## src/rtl/sat_counter.sv

```systemverilog
// Saturating up-counter: increments by one on each cycle where inc is high,
// sticks at all-ones and never wraps.
//   clock : rising-edge clock
//   reset : asynchronous active-low clear
//   inc   : increment request for this cycle
//   count : registered count value
module sat_counter #(
  parameter int W = 16
) (
  input  logic         clock,
  input  logic         reset,
  input  logic         inc,
  output logic [W-1:0] count
);

  // Count register: hold at all-ones once reached.
  always_ff @(posedge clock or negedge reset) begin
    if (!reset) begin
      count <= '0;
    end else if (inc && (count != '1)) begin
      count <= count + W'(1);
    end
  end

endmodule

```

## config.mk

```make
export PLATFORM = sky130hd
export DESIGN_NAME = sat_counter
export DESIGN_NICKNAME = d
export VERILOG_FILES = /design/src/rtl/sat_counter.sv
export SDC_FILE = /design/constraint.sdc
export NUM_CORES = 1
export LEC_CHECK = 0
export ABC_CLOCK_PERIOD_IN_PS = 1700
export CELL_PAD_IN_SITES_DETAIL_PLACEMENT = 0
export CELL_PAD_IN_SITES_GLOBAL_PLACEMENT = 2
export CORE_UTILIZATION = 31
export DETAILED_ROUTE_END_ITERATION = 10
export GPL_TIMING_DRIVEN = 0
export PLACE_DENSITY = 0.85
export RECOVER_POWER = 100
export SLEW_MARGIN = 10
export SYNTH_ARGS = -nofsm -noshare
export SYNTH_HDL_FRONTEND = slang
export SYNTH_SLANG_ARGS = --single-unit
```

## constraint.sdc

```tcl
create_clock -name clock -period 1.7 [get_ports clock]
set_input_delay 0.34 -clock clock [delete_from_list [all_inputs] [get_ports clock]]
set_output_delay 0.34 -clock clock [all_outputs]
set_load 0.01 [all_outputs]
```

Word-level counts from Yosys, hierarchy flattened
Index checks and enable logic that the tools add are counted.

word-level totals
  flip-flop bits (word level) = 16
  bits in latches = 0
  memory bits (writable) = 0
  bits in read-only memories = 0
  input port bits = 3
  word-level logic and storage cells = 4
  memories kept = 0

cells by class
  $add $sub $neg = 1
  $mul = 0
  div/mod/pow operators = 0
  magnitude comparators = 0
  eq/ne operators = 1
  shift-type cells = 0
  multiplexer cells = 0
  bitwise gates (word level) = 0
  reduce and logical (&&, ||, !) cells = 1

operator list
  kind                                            count
  adder 16 x 1 -> 16 bit (second input constant)  1
  != test 16 bit (second input constant)          1
  logical AND 1 bit                               1

Depth between registers and ports, before layout
  depth in word-level cells = 2
  mapped depth = 5
  gate-level depth less buffers = 5

Least setup slack after synthesis
No wires, ideal clock.

  path kind = register -> register
  start = register count[13]
  end = register count[1]
  setup time = 128 ps
  data arrival time = 1395 ps
  data required time = 1572 ps
  path slack = 177 ps
  stages on the path, launching flop included = 5
  path buffers = 0
  clock period less this slack = 1523 ps
  path through = dfrtp_1 > and4_1 > nand3_4 > o31ai_4 > mux2_1

on the way
  cells in the longest elaborated chain, start to end = 2

ends and longest elaborated chain
  what                    RTL line  source
  start, declared         13        output logic [W-1:0] count
  start signal, assigned  21        count <= count + W'(1);
  != test 16 bit          20        end else if (inc && (count != '1)) begin
  logical AND 1 bit       20

No other way between the ends.
A chain may end at the register's enable or synchronous reset.

Final worst setup path
  start = register count[11]
  end = output count[11]

No word-level cell between the ends.

==> run_results.csv <==
group,metric,value,unit
detailed_routing,ant_nets,0,
cells_and_area,largest_register,"count",
detailed_routing,dr.first_iter.drc_count,15,
floorplanning,coreArea,0.002545,mm²
synthesis,netlist_area,859.6,µm²
detailed_routing,wl,1908,µm
synthesis,ys.warnings.count,0,
cts,cts_hold_buf,0,
sta,setup_tns,0,ns
grt,grt_pass1_vias,682,
grt,grt_pass1_wl,3167,µm
setup_path,end_kind,"primary output",
sta,post-route-period-util,0.9757,
synthesis,synth_cells,72,
sta,max_freq,602.9,MHz
sta,relSlewSlack,0.5062,
grt,grt_antenna_before_repair,0,
setup_path,crit_required,1.36,ns
setup_path,worstSetupPathType,"flip-flop to primary output",
setup_path,arrival,1.32,ns
sta,finalHoldViolations,0,
synthesis,yosysSeqAreaShare,0.4658,
placed_design,gp_congestion,0.7753,
floorplanning,die_y,54.66,µm
pwr,seq_power_share,0.508,
cells_and_area,postLayoutCellArea,0.001114,mm²
floorplanning,rows,18,
pwr,internal_power,755.8,µW
cts,htree_levels,1,
sta,fin_crit,1.659,ns
setup_path,cp_slowest_stage_delay,0.57,ns
cells_and_area,utilization,0.4376,
setup_path,slowest_stage,"clkdlybuf4s50_1",
pwr,swShare,0.3536,
cells_and_area,syn_to_final_growth,29.55,%
detailed_routing,drt_first_pass_iters,4,
cts,cts_tree,"done",
detailed_routing,via_per_inst,5.561,
floorplanning,die-area,0.002987,mm²
synthesis,synthesis.nets,76,
setup_path,cp.buffers_inverters,1,
detailed_routing,drcViolationCount,0,
grt,grt_usage,0.1514,
pwr,powerDensity,1050,mW/mm²
cts,clk_pin_slew,0.11,ns
sta,setup_violations,0,
setup_path,critPathMaxFanout,5,
pwr,p_leak,0.4208,nW
sta,worst_slew_pin_slew,0.7383,ns
sta,rsz0062_at_grt,"false",
placed_design,numPortBuffers,18,
placed_design,dp_hpwl,1387,µm
pwr,clock_power_share,0.177,
worst_hold_path,hold_path.class,"flip-flop to flip-flop",
cts,clk_path_buf_depth,2,
sta,fin_skew,0.01410,ns
synthesis,synthDistinctLibCells,27,
setup_path,startpoint_type,"flip-flop",
cells_and_area,largest_reg_flops,16,
pwr,ir_worst_vdd,0.5536,mV
pwr,power_switching,413.5,µW
cells_and_area,reg_top3,"count: 16 flops",
placed_design,place_area,0.001077,mm²
run_status,status,"complete, no violations",
setup_path,crit_chain,"clkdlybuf4s50_1",
setup_path,critPathTopFamily,"buffers and inverters",
grt,grt_max_degree,17,
detailed_routing,wl_per_cell,15.51,µm
pwr,pwr-share-comb,0.315,
cells_and_area,drive_gt1_frac,0.2581,
floorplanning,io_pins,19,
cells_and_area,num_antenna_cells,0,
grt,gr-total-overflow,0,
cells_and_area,final_nets,99,
synthesis,ys_ff_latch,16,
synthesis,avgSynthCellArea,11.94,µm²
floorplanning,start_util,0.3378,
cts,root_buffer,"clkbuf_4",
sta,slew_viol_final,0,
cts,clkLatencyLatePin,0.29,ns
run,cap_viol_max_count,0,
floorplanning,fp.dieW,54.66,µm
detailed_routing,vias,684,
pwr,power,1.169,mW
cts,cts_buffers,3,
cts,clkSinkCount,16,
[placed cells by master (no fill, tap or decap)]
cell type / instances
dfrtp_2: 11
a21oi_1: 3
ha_2: 1
xnor2_1: 5
o21ai_0: 1
dlygate4sd3_1: 2
o211ai_1: 1
and4_2: 1
nor4_4: 2
dfrtp_1: 5
and4_1: 1
and3_1: 2
a31oi_1: 3
nand3_4: 1
xor2_1: 2
nand4_1: 8
mux2_1: 1
nor2_1: 3
a32oi_1: 1
nand3_1: 5
o31ai_4: 1
nand2_1: 4
clkdlybuf4s50_1: 16
and4b_1: 1
o21a_1: 5
and4_4: 1
clkbuf_4: 3
nand4_2: 1
nand4_4: 1
nor3_2: 1
[power by group through the flow]
stage | Clock (mW) | Combinational, mW | Sequential (mW)
after detailed placement | 0 | 0.369 | 0.587
after CTS | 0.212 | 0.370 | 0.588
after global placement | 0 | 0.361 | 0.580
after global routing | 0.225 | 0.420 | 0.616
after floorplan | 0 | 0.143 | 0.599
final | 0.207 | 0.368 | 0.594
[cell families (layout without fill, tap and decap cells)]
| group | count (synthesis) | in the layout | share of synthesized area |
|---|---|---|---|
| simple gates | 32 | 32 | 0.3028 |
| flops | 16 | 16 | 0.4658 |
| compound gates | 15 | 15 | 0.1325 |
| xor+xnor | 7 | 7 | 0.07133 |
| fa+ha+maj | 1 | 1 | 0.01455 |
| mux | 1 | 1 | 0.01310 |
| buf+inv | 0 | 21 | 0 |
[cells in the mapped netlist (all sizes together)]
cell	count	area (µm²)
a21oi	3	15.01
a31oi	3	18.77
a32oi	1	8.760
and3	2	12.51
and4	3	30.03
and4b	1	10.01
dfrtp	16	400.4
ha	1	12.51
mux2	1	11.26
nand2	4	15.01
nand3	6	42.54
nand4	10	83.83
nor2	3	13.77
nor3	1	10.01
nor4	2	42.54
o211ai	1	7.510
o21a	5	37.54
o21ai	1	5.000
o31ai	1	21.27
xnor2	5	43.79
xor2	2	17.52
[cell type report]
type,count,area (µm²)
fillers,254,1431
well taps,30,37.54
flip-flops and latches,16,414.1
clock buffers,3,22.52
multi-input cells,56,459.2
repair buffers,18,180.2
[timing repair]
item	4_1_cts	5_1_grt
setup endpoints to repair	5	11
buffers inserted	0	0
resized for setup	5	7
[layer usage]
metal	GRT usage	part of all wire
met1	0.2017	0.48
met2	0.2309	0.47
met3	0.03611	0.040
met4	0.06410	0.0084
met5	0	0
[stage by stage]
step	cells	setup WS [ns]	hold slack (ns)
floorplan	72	0.1773	0.04441
global placement	120	-0.1459	0.5159
detailed placement	120	-0.1511	0.5195
CTS	123	0.01656	0.5059
global route	123	0.003601	0.5437
finish	123	0.04138	0.5177
[worst paths after layout]
check,from,to,slack (ns),cells past startpoint
worst max-delay path,count[11],count[11],0.04,1
worst min-delay path,count[0],count[0],0.52,1
worst max register to register,count[14],count[1],0.11,4
worst min register to register,count[0],count[0],0.52,1
max in group asynchronous,reset,count[13],0.63,1
min in group asynchronous,reset,count[3],0.54,1
Power figures use the tool's default switching activity.
